--- src/rtl/parity_frame_rx_ctrl_pkg.sv ---
// Shared types and constants for the serial parity-frame receiver.
package parity_pkg;

  // Receiver sequencer states, in frame order.
  typedef enum logic [1:0] {
    IDLE   = 2'd0,
    DATA   = 2'd1,
    PARITY = 2'd2,
    STOP   = 2'd3
  } rx_state_e;

  // Level of the serial line between frames; a start bit is the opposite level.
  localparam logic LINE_IDLE = 1'b1;

endpackage

--- src/rtl/parity_frame_rx_ctrl_xor.sv ---
// Even-parity check: err is 1 when the data bits plus the parity bit hold an odd number of ones.
module par_xor_reduce #(
  parameter int W = 4
) (
  input  logic [W-1:0] data,
  input  logic         pb,
  output logic         err
);

  // Pure reduction; no state.
  assign err = (^data) ^ pb;

endmodule

--- src/rtl/parity_frame_rx_ctrl.sv ---
// Serial frame receiver: start, DATA_W data bits LSB first, even parity, stop.
// Completed frames land in a valid/ready output register; error frames are counted
// and frames completed while the register is still held are dropped and flagged.
//
// Handshake: a word is transferred on every rising edge where out_valid and
// out_ready are both 1. While out_valid=1 and out_ready=0 the word is held stable.
// A frame completing in that situation is discarded and raises the sticky overrun flag.
module parity_frame_rx_ctrl
  import parity_pkg::*;
#(
  parameter int DATA_W    = 4,
  parameter int ERR_CNT_W = 8
) (
  input  logic                 clk,
  input  logic                 rst_n,
  input  logic                 en,
  input  logic                 bit_vld,
  input  logic                 bit_in,
  input  logic                 out_ready,
  input  logic                 clr_err,
  output logic                 out_valid,
  output logic [DATA_W-1:0]    out_data,
  output logic                 out_perr,
  output logic                 out_ferr,
  output logic                 busy,
  output logic                 overrun,
  output logic [ERR_CNT_W-1:0] err_cnt
);

  localparam int               CNT_W    = (DATA_W > 1) ? $clog2(DATA_W) : 1;
  localparam logic [CNT_W-1:0] CNT_LAST = CNT_W'(DATA_W - 1);

  rx_state_e             state_q;
  logic [CNT_W-1:0]      cnt_q;
  logic [DATA_W-1:0]     shift_q;
  logic                  pb_q;

  logic                  valid_q;
  logic [DATA_W-1:0]     data_q;
  logic                  perr_q;
  logic                  ferr_q;
  logic                  ovr_q;
  logic [ERR_CNT_W-1:0]  err_q;

  logic                  perr_d;
  logic                  ferr_d;
  logic                  commit_d;
  logic                  accept_d;
  logic                  err_inc_d;

  // Parity check on the assembled word and the captured parity bit.
  par_xor_reduce #(.W(DATA_W)) u_par_xor (
    .data (shift_q),
    .pb   (pb_q),
    .err  (perr_d)
  );

  // Stop-bit evaluation: commit, whether the output register can take it, and error counting.
  always_comb begin
    ferr_d    = ~bit_in;
    commit_d  = en && bit_vld && (state_q == STOP);
    accept_d  = !valid_q || out_ready;
    err_inc_d = commit_d && (perr_d || ferr_d) && (err_q != '1);
  end

  // Sequencer, output register, overrun flag and saturating error counter.
  always_ff @(posedge clk) begin
    if (!rst_n) begin
      state_q <= IDLE;
      cnt_q   <= '0;
      shift_q <= '0;
      pb_q    <= 1'b0;
      valid_q <= 1'b0;
      data_q  <= '0;
      perr_q  <= 1'b0;
      ferr_q  <= 1'b0;
      ovr_q   <= 1'b0;
      err_q   <= '0;
    end else begin
      // Disable wins over any sampled bit and throws away the partial frame.
      if (!en) begin
        state_q <= IDLE;
        cnt_q   <= '0;
      end else if (bit_vld) begin
        unique case (state_q)
          IDLE: begin
            if (bit_in != LINE_IDLE) begin
              state_q <= DATA;
              cnt_q   <= '0;
            end
          end
          DATA: begin
            shift_q[cnt_q] <= bit_in;
            if (cnt_q == CNT_LAST) begin
              state_q <= PARITY;
              cnt_q   <= '0;
            end else begin
              cnt_q <= cnt_q + 1'b1;
            end
          end
          PARITY: begin
            pb_q    <= bit_in;
            state_q <= STOP;
          end
          STOP: begin
            // A bad stop bit does not wait for the line to go idle.
            state_q <= IDLE;
          end
          default: state_q <= IDLE;
        endcase
      end

      // A commit may reload the register in the same cycle the old word is taken.
      if (commit_d && accept_d) begin
        valid_q <= 1'b1;
        data_q  <= shift_q;
        perr_q  <= perr_d;
        ferr_q  <= ferr_d;
      end else if (valid_q && out_ready) begin
        valid_q <= 1'b0;
      end

      // Clear beats a coincident overrun or error increment.
      if (clr_err) begin
        ovr_q <= 1'b0;
        err_q <= '0;
      end else begin
        if (commit_d && !accept_d) begin
          ovr_q <= 1'b1;
        end
        if (err_inc_d) begin
          err_q <= err_q + 1'b1;
        end
      end
    end
  end

  assign out_valid = valid_q;
  assign out_data  = data_q;
  assign out_perr  = perr_q;
  assign out_ferr  = ferr_q;
  assign overrun   = ovr_q;
  assign err_cnt   = err_q;
  assign busy      = (state_q != IDLE);

endmodule

--- config.mk ---
export PLATFORM = sky130hd
export DESIGN_NAME = parity_frame_rx_ctrl
export DESIGN_NICKNAME = d
export VERILOG_FILES = /design/src/rtl/parity_frame_rx_ctrl_pkg.sv /design/src/rtl/parity_frame_rx_ctrl_xor.sv /design/src/rtl/parity_frame_rx_ctrl.sv
export SDC_FILE = /design/constraint.sdc
export NUM_CORES = 1
export LEC_CHECK = 0
export ABC_CLOCK_PERIOD_IN_PS = 5700
export BUFFER_PORTS_ARGS = -buffer_cell sky130_fd_sc_hd__buf_2
export CAP_MARGIN = 15
export CORE_MARGIN = 1.5
export CORE_UTILIZATION = 46
export CTS_CLUSTER_DIAMETER = 60
export DETAILED_ROUTE_END_ITERATION = 7
export GPL_TIMING_DRIVEN = 1
export PLACE_DENSITY = 0.69
export SLEW_MARGIN = 5
export SYNTH_ARGS = -nofsm -noshare
export SYNTH_HDL_FRONTEND = slang
export SYNTH_HIERARCHICAL = 1
export SYNTH_SLANG_ARGS = --single-unit
export TNS_END_PERCENT = 100
--- constraint.sdc ---
create_clock -name clk -period 5.7 [get_ports clk]
set_input_delay 0.285 -clock clk [delete_from_list [all_inputs] [get_ports clk]]
set_output_delay 0.285 -clock clk [all_outputs]
set_load 0.01 [all_outputs]
**Yosys cells after proc, flatten, opt, wreduce, memory -nomap -nowiden**

Cells that the tools add are included.

- Bits in registers: 25
- Input bits: 7

- $add $sub $neg: 2
- $lt $le $gt $ge: 2
- Equality and inequality tests: 7
- Multiplexer cells: 11
- Bitwise gates (word level): 3
- Reduce and logical (&&, ||, !) cells: 23

Operators with widths:

| operator | number |
|---|---|
| AND reduction 3 bit | 4 |
| adder 8 x 1 -> 8 bit (second input constant) | 1 |
| logical AND 1 bit | 8 |
| two-way mux 2 bit | 4 |
| != test 8 bit (second input constant) | 1 |
| one-hot mux 2 bit (4 select lines) | 1 |
| == test 2 bit (second input constant) | 3 |
| nonzero test 2 bit | 3 |
| bitwise mux 4 bit | 1 |
| != test 2 bit (second input constant) | 2 |
| one-hot mux 2 bit (2 select lines) | 1 |
| parity 4 bit | 1 |
| < comparator 2 x 3 -> 1 bit (second input constant) | 1 |
| two-way mux 1 bit | 3 |
| adder 2 x 1 -> 2 bit (second input constant) | 1 |
| demux 1 bit (select 2 bit) | 1 |
| == test 2 x 1 -> 1 bit (second input constant) | 1 |
| greater-or-equal comparator 2 x 1 -> 1 bit (second input constant) | 1 |
| zero test 1 bit | 2 |
| zero test 2 bit | 1 |
| logical OR 1 bit | 2 |
| NOT 1 bit | 2 |
| AND reduction 2 bit | 1 |
| OR reduction 2 bit | 1 |
| XOR 1 bit | 1 |

**Longest topological paths before layout**

Gate-level depths: netlist of the first run.

- Word-level depth: 5
- Mapped depth: 7
- Depth with buffers taken out: 6

**Hierarchy**

Netlist of the first run, hierarchy kept.

Modules (own cells, without submodules):

| module | instances | cells an instance | area an instance (um^2) | seq. area each (um^2) |
|---|---|---|---|---|
| parity_frame_rx_ctrl | 1 | 143 | 1272.5 | 500.5 |
| par_xor_reduce | 1 | 3 | 40.0 | 0.0 |

**Worst setup path after synthesis of the first run**

OpenSTA, ideal clock, no wires.

- Kind: register to register
- From: register shift_q[1]
- To: register err_q[5], in the netlist err_cnt[5]
- Setup time: 0.070 ns
- Data arrival time: 1.866 ns
- Path slack: 3.764 ns
- Stages on the path, launching flop included: 7
- Buffers on the path: 0
- Clock period less this slack: 1.936 ns
- Cells stage by stage: dfxtp_1 -> xnor3_1 -> xnor2_1 -> nor2b_1 -> or3_4 -> or3_1 -> a21oi_1

- Cells in the longest elaborated chain, start to end: 5

RTL lines:

| what | line | RTL |
|---|---|---|
| from (decl) | parity_frame_rx_ctrl.sv:35 | `logic [DATA_W-1:0] shift_q;` |
| from (signal, indexed assignment) | parity_frame_rx_ctrl.sv:93 | `shift_q[cnt_q] <= bit_in;` |
| parity 4 bit | parity_frame_rx_ctrl_xor.sv:11 | `assign err = (^data) ^ pb;` |
| XOR 1 bit | parity_frame_rx_ctrl_xor.sv:11 |  |
| via perr_d | parity_frame_rx_ctrl.sv:45 | `logic perr_d;` |
| logical OR 1 bit | parity_frame_rx_ctrl.sv:63 | `err_inc_d = commit_d && (perr_d \|\| ferr_d) && (err_q != '1);` |
| logical AND 1 bit (2 in a row) | parity_frame_rx_ctrl.sv:63 |  |
| to (signal assigned) | parity_frame_rx_ctrl.sv:132 | `err_q <= err_q + 1'b1;` |
| to (decl) | parity_frame_rx_ctrl.sv:43 | `logic [ERR_CNT_W-1:0] err_q;` |

The timed path passes the listed nets, and every way through them passes these cells.
A chain may end at the register's enable or synchronous reset.

**Worst setup path after layout of the first run**

Same ends and word-level chain as after synthesis.

==> results_dict.tcl, run 1 <==
set metrics [dict create \
    power_frac_comb 0.056 \
    cts_tree "done" \
    grt_pass1_wl_um 4130 \
    nets 187 \
    worstSkewPairLatency_ns 0.31 \
    layout.cells.most_common_list "25 x dfxtp_1, 23 x buf_2, 16 x nand2_1" \
    power_leakage_nw 0.611 \
    cpPeakStageDelay_ns 0.40 \
    post-synth-top-area-fraction 0.381 \
    final.period_utilization 0.372 \
    floorplan.die_area_mm2 0.00318 \
    startpoint "shift_q[1]$_SDFFE_PN0P_" \
    grt_antenna_before_repair 0 \
    critical_path_arrival_ns 2.38 \
    finalCoreUtilization 0.539 \
    synth.area.top_cells "dfxtp_1 38%, ha_1 9.5%, mux2i_1 7.6%, nor2b_1 4.8%, nand2_1 4.6%" \
    syn-num-nets 163 \
    initial_utilization 0.480 \
    clk_pin_slew_ns 0.15 \
    htree_num_levels 1 \
    mostFrequentLayoutCell "dfxtp_1" \
    async_set_reset_flop_share_out_of_synthesis 0 \
    gp_congestion 0.889 \
    crit_path_start_kind "flip-flop" \
    detail_route.wl_per_cell_um 12.1 \
    die_height_um 56.4 \
    routed_wl_um 2420 \
    crit-reg2reg-capture "err_cnt[5]$_SDFFE_PP0P_" \
    status "finished clean" \
    syn-mean-instance-area_um2 8.99 \
    synth_area_leader_cell "dfxtp_1" \
    mappedNetlistArea_mm2 0.00131 \
    cts_hold_repair.buffers 0 \
    worst_pin_slew_ns 0.501 \
    die_w_um 56.4 \
    number_of_vias_after_detailed_routing 1077 \
    total_of_warnings_raised_by_yosys 6 \
    drtAntennaViolNets 0 \
    numPortBuffers 23 \
    pin_count_of_the_biggest_net_entering_global_routing 16 \
    fin_worst_skew_ns 0.0134 \
    clock_power_share 0.294 \
    final_cell_area_excluding_filler_cells_mm2 0.00147 \
    clk_sinks 25 \
    placement.cell_area_mm2 0.00144 \
    timing_hold_violations_final 0 \
    synth-seq-cells 25 \
    critPathCapture "err_cnt[5]$_SDFFE_PP0P_" \
    crit_path_max_fanout 6 \
    count_of_flip_flops_with_a_built_in_enable_after_synthesis 0 \
    relSlewSlack 0.661 \
    floorplan.rows 19 \
    ys.flop_type "dfxtp_1" \
    finalMaxSlewViolations 0 \
    switching_power_mw 0.0625 \
    grt_setup_unrepaired "no" \
    vdd_ir_drop_max_mv 0.132 \
    cts_buffer_depth 2 \
    number_of_drc_markers_after_the_initial_detailed_route_iteration 40 \
    regToRegStartpoint "shift_q[1]$_SDFFE_PN0P_" \
    grt.total_usage 0.159 \
    crit_family "simple AND/OR/NAND/NOR gates" \
    worstSetupEndpointType "flip-flop" \
    r2r_cells 6 \
    cells_after_synthesis 146 \
    io-pin-count 24 \
    fill_count 266 \
    path_buf_inv 0 \
    post-route-drc-count 0 \
    report.final.setup_viol 0 \
    criticalPathCategory "flip-flop to flip-flop" \
    dp_hpwl_um 1860 \
    timing.critical_path.required_ns 5.95 \
    number_of_global_route_vias_before_repair 978 \
    power-per-cell-area_mw_per_mm2 183 \
    core_region_area_mm2 0.00273 \
    setup_tns_ns 0 \
    path_depth 6 \
    post_cts_resized 0 \
    cellInternalPower_mw 0.208 \
    worstPathCellList "xnor3_1 > xnor2_1 > nor2b_1 > or3_4 > or3_1 > a21oi_1" \
    share_seq_of_total_power 0.650 \
    insertedDiodeCount 0 \
    crit_path_top_delay_cell "xnor3_1" \
    drtPass1Iterations 4 \
    r2r_slack_ns 3.58 \
    layout_min_cycle_time_ns 2.12 \
    timing.hold.worst.class "input pin to flip-flop" \
    cts-root-buf "clkbuf_4" \
    overflow 0 \
    cap_violations 0 \
    power.switching_fraction 0.231 \
    layout-drive-gt1-share 0.195 \
    area_growth_pct 12.3 \
    cts_buffers 3 \
    max_clock_freq_mhz 471 \
    post-cts-setup-buffer-count 0 \
    yosys.cell_types.count 35 \
    ys_seq_area_frac 0.381 \
    vias_per_cell 5.39 \
]
==> kinds of logic (layout without fill, tap and decap cells) <==
family,Yosys count,in the layout,share of synthesized area
AO/OA/AOI/OAI,17,17,0.0915
XOR/XNOR,4,4,0.0372
adder cells (fa/ha/maj),10,10,0.0953
buffers and inverters,9,32,0.0315
flip-flops,25,25,0.381
multiplexers,11,11,0.0848
AND/OR/NAND/NOR,70,70,0.278
==> state kept, by name, indices dropped and copies added, names as in the netlist <==
signal	count
pb_q	1
out_perr	1
out_valid	1
shift_q	4
err_cnt	8
out_data	4
cnt_q	2
out_ferr	1
overrun	1
state_q	2
==> worst min path at each step <==
| stage | from | end | slack (ns) | depth (start not counted) |
|---|---|---|---|---|
| after CTS | rst_n | out_valid$_SDFFE_PN0P_ | 0.30 | 2 |
| after global routing | rst_n | out_valid$_SDFFE_PN0P_ | 0.30 | 2 |
| final | out_ready | out_valid$_SDFFE_PN0P_ | 0.30 | 3 |
| after floorplan | rst_n | shift_q[0]$_SDFFE_PN0P_ | 0.44 | 1 |
| after detailed placement | overrun$_SDFFE_PP0P_ | overrun$_SDFFE_PP0P_ | 0.46 | 2 |
| after global placement | overrun$_SDFFE_PP0P_ | overrun$_SDFFE_PP0P_ | 0.44 | 2 |
==> power by group through the flow <==
stage | Clock, mW | Combinational, mW | Sequential, mW
floorplan | 0 | 0.0102 | 0.179
global placement | 0 | 0.0146 | 0.180
detailed placement | 0 | 0.0150 | 0.180
CTS | 0.0827 | 0.0151 | 0.176
global route | 0.0888 | 0.0166 | 0.176
finish | 0.0794 | 0.0151 | 0.176
==> layout make-up <==
cell class / count / area [um2] / share of cell area
clock buffer: 3 / 22.5 / 0.0153
clock inverter: 1 / 7.51 / 0.00509
inverter: 5 / 18.8 / 0.0127
multi-input combinational: 112 / 771 / 0.523
sequential: 25 / 500 / 0.340
tap: 31 / 38.8 / 0.0263
timing repair buffer: 23 / 115 / 0.0781
==> through the flow <==
stage	power [mW]	worst slack, ns	cells	hold WS [ns]
3_5_place_dp	0.195	3.60	196	0.458
2_1_floorplan	0.190	3.76	146	0.439
6_report	0.270	3.58	200	0.303
5_1_grt	0.281	3.42	200	0.299
3_3_place_gp	0.194	3.69	196	0.444
4_1_cts	0.274	3.56	200	0.298
==> synth_stat cells (2+ instances only) <==
| master | instances |
|---|---|
| clkbuf_1 | 2 |
| nor3_1 | 6 |
| mux2i_1 | 10 |
| nand2_1 | 16 |
| nand3_1 | 11 |
| and3_2 | 2 |
| nor2b_1 | 10 |
| o21ai_0 | 3 |
| ha_1 | 10 |
| nand2b_1 | 3 |
| nor2_1 | 13 |
| a21boi_0 | 4 |
| a21oi_1 | 4 |
| nor4_1 | 2 |
| xor2_1 | 2 |
| dfxtp_1 | 25 |
| inv_1 | 5 |
==> worst min-delay path, cell delays in order <==
cell     delay, ns
buf_2         0.08
nor2b_1       0.06
o21a_1        0.17
==> layer usage <==
metal	GRT usage	part of all wire	vias to the layer above
met1	0.221	0.49	495
li1	-	-	548
met4	0.0408	0.0070	0
met3	0.0300	0.050	2
met5	0	0	-
met2	0.252	0.45	32
(Power assumes the default switching activity.)
==> run 2: changes to the inputs <==
ABC_CLOCK_PERIOD_IN_PS = 2000   (was 5700)
clock period = 2 ns   (was 5.7 ns; I/O delays follow)
==> results_dict.tcl, run 2 (synthesis results as in run 1) <==
set metrics [dict create \
    insertedDiodeCount 0 \
    post-route-drc-count 0 \
    layout.cells.most_common_list "23 x dfxtp_1, 23 x buf_2, 16 x nand2_1" \
    cap_violations 0 \
    final_cell_area_excluding_filler_cells_mm2 0.00151 \
    io-pin-count 24 \
    clk_pin_slew_ns 0.14 \
    worstSkewPairLatency_ns 0.32 \
    worstPathCellList "xnor3_1 > xnor2_1 > nor2b_1 > or3_4 > or3_4 > a21oi_2" \
    grt_setup_unrepaired "yes" \
    area_growth_pct 15.0 \
    max_clock_freq_mhz 515 \
    fin_ws_ns 0.0582 \
    path_common_cell "or3_4" \
    criticalPathCategory "flip-flop to flip-flop" \
    routed_wl_um 2420 \
    cts-root-buf "clkbuf_4" \
    number_of_global_route_vias_before_repair 890 \
    vdd_ir_drop_max_mv 0.304 \
    power.switching_fraction 0.228 \
    power_mw 0.771 \
    relSlewSlack 0.670 \
    power-per-cell-area_mw_per_mm2 511 \
    crit_path_top_delay_cell "or3_4" \
    timing.critical_path.required_ns 2.26 \
    finalMaxSlewViolations 0 \
    vias_per_cell 5.24 \
    htree_num_levels 1 \
    placement.cell_area_mm2 0.00146 \
    floorplan.die_area_mm2 0.00318 \
    critical_path_arrival_ns 2.20 \
    dp_hpwl_um 1790 \
    drtAntennaViolNets 0 \
    status "finished clean" \
    fill_count 250 \
    worstSetupEndpointType "flip-flop" \
    grt.total_usage 0.156 \
    cts_tree "done" \
    grt_pass1_wl_um 3970 \
    dp_worst_setup_slack_ns 0.0441 \
    floorplan.rows 19 \
    core_region_area_mm2 0.00273 \
    post-cts-setup-buffer-count 0 \
    overflow 0 \
    crit_family "simple AND/OR/NAND/NOR gates" \
    die_height_um 56.4 \
    number_of_vias_after_detailed_routing 1058 \
    report.final.setup_viol 0 \
    detail_route.wl_per_cell_um 12.0 \
    crit_path_start_kind "flip-flop" \
    cpPeakStageDelay_ns 0.40 \
    initial_utilization 0.480 \
    share_seq_of_total_power 0.649 \
    power_leakage_nw 0.625 \
    cts_hold_repair.buffers 0 \
    nets 189 \
    largest_register_ff_count 8 \
    gp_congestion 0.873 \
    timing.hold.worst.class "input pin to flip-flop" \
    number_of_drc_markers_after_the_initial_detailed_route_iteration 43 \
    clock_power_share 0.292 \
    layout-drive-gt1-share 0.234 \
    fin_worst_skew_ns 0.0158 \
    worst_pin_slew_ns 0.487 \
    timing_hold_violations_final 0 \
    layout_min_cycle_time_ns 1.94 \
    cts_buffers 3 \
    final.period_utilization 0.971 \
    die_w_um 56.4 \
    clk_sinks 25 \
    grt_antenna_before_repair 0 \
    cellInternalPower_mw 0.595 \
    drtPass1Iterations 4 \
    crit_path_max_fanout 3 \
    numPortBuffers 23 \
    pin_count_of_the_biggest_net_entering_global_routing 15 \
    path_buf_inv 0 \
    post_cts_resized 0 \
    switching_power_mw 0.176 \
    power_frac_comb 0.059 \
    cts_buffer_depth 2 \
]
==> run 2: final cells by class <==
type / count / area, um2 / share of cell area
inverter: 5 / 18.8 / 0.0124
sequential: 25 / 503 / 0.333
timing repair buffer: 25 / 130 / 0.0862
multi-input combinational: 112 / 792 / 0.525
clock buffer: 4 / 26.3 / 0.0174
tap: 31 / 38.8 / 0.0257
==> run 2: final timing paths <==
check / startpoint / end / slack [ns] / cells after the start
worst max-delay path: pb_q$_SDFFE_PN0P_ / err_cnt[5]$_SDFFE_PP0P_ / 0.06 / 6
worst min-delay path: out_ready / out_valid$_SDFFE_PN0P_ / 0.11 / 3
worst max register to register: pb_q$_SDFFE_PN0P_ / err_cnt[5]$_SDFFE_PP0P_ / 0.06 / 6
worst min register to register: shift_q[1]$_SDFFE_PN0P_ / shift_q[1]$_SDFFE_PN0P_ / 0.50 / 2
==> run 2: metrics by stage <==
step                      hold slack [ns]   util  TNS [ns]  instances
after detailed placement            0.451  0.534         0        198
after CTS                           0.107  0.543         0        202
after global routing                0.115  0.552  -0.00661        202
final                               0.111  0.552         0        202
after global placement              0.442  0.534         0        198
after floorplan                     0.254      -         0        146
==> run 2: power by group through the flow <==
stage	registers, mW	clock network [mW]	logic [mW]
6_report	0.501	0.225	0.0454
5_1_grt	0.501	0.247	0.0499
4_1_cts	0.501	0.236	0.0447
3_5_place_dp	0.512	0	0.0445
3_3_place_gp	0.512	0	0.0437
2_1_floorplan	0.511	0	0.0291
==> run 2: routing by layer <==
layer,part of all wire,GRT usage
met1,0.50,0.217
met2,0.45,0.244
met3,0.044,0.0276
met4,0.0070,0.0510
met5,0,0
==> run 2: worst min-delay path, delay by kind of cell <==
kind	cells	cell delay (ns)
AOI/OAI and AO/OA	1	0.17
buffers and inverters	1	0.07
and+or+nand+nor	1	0.06
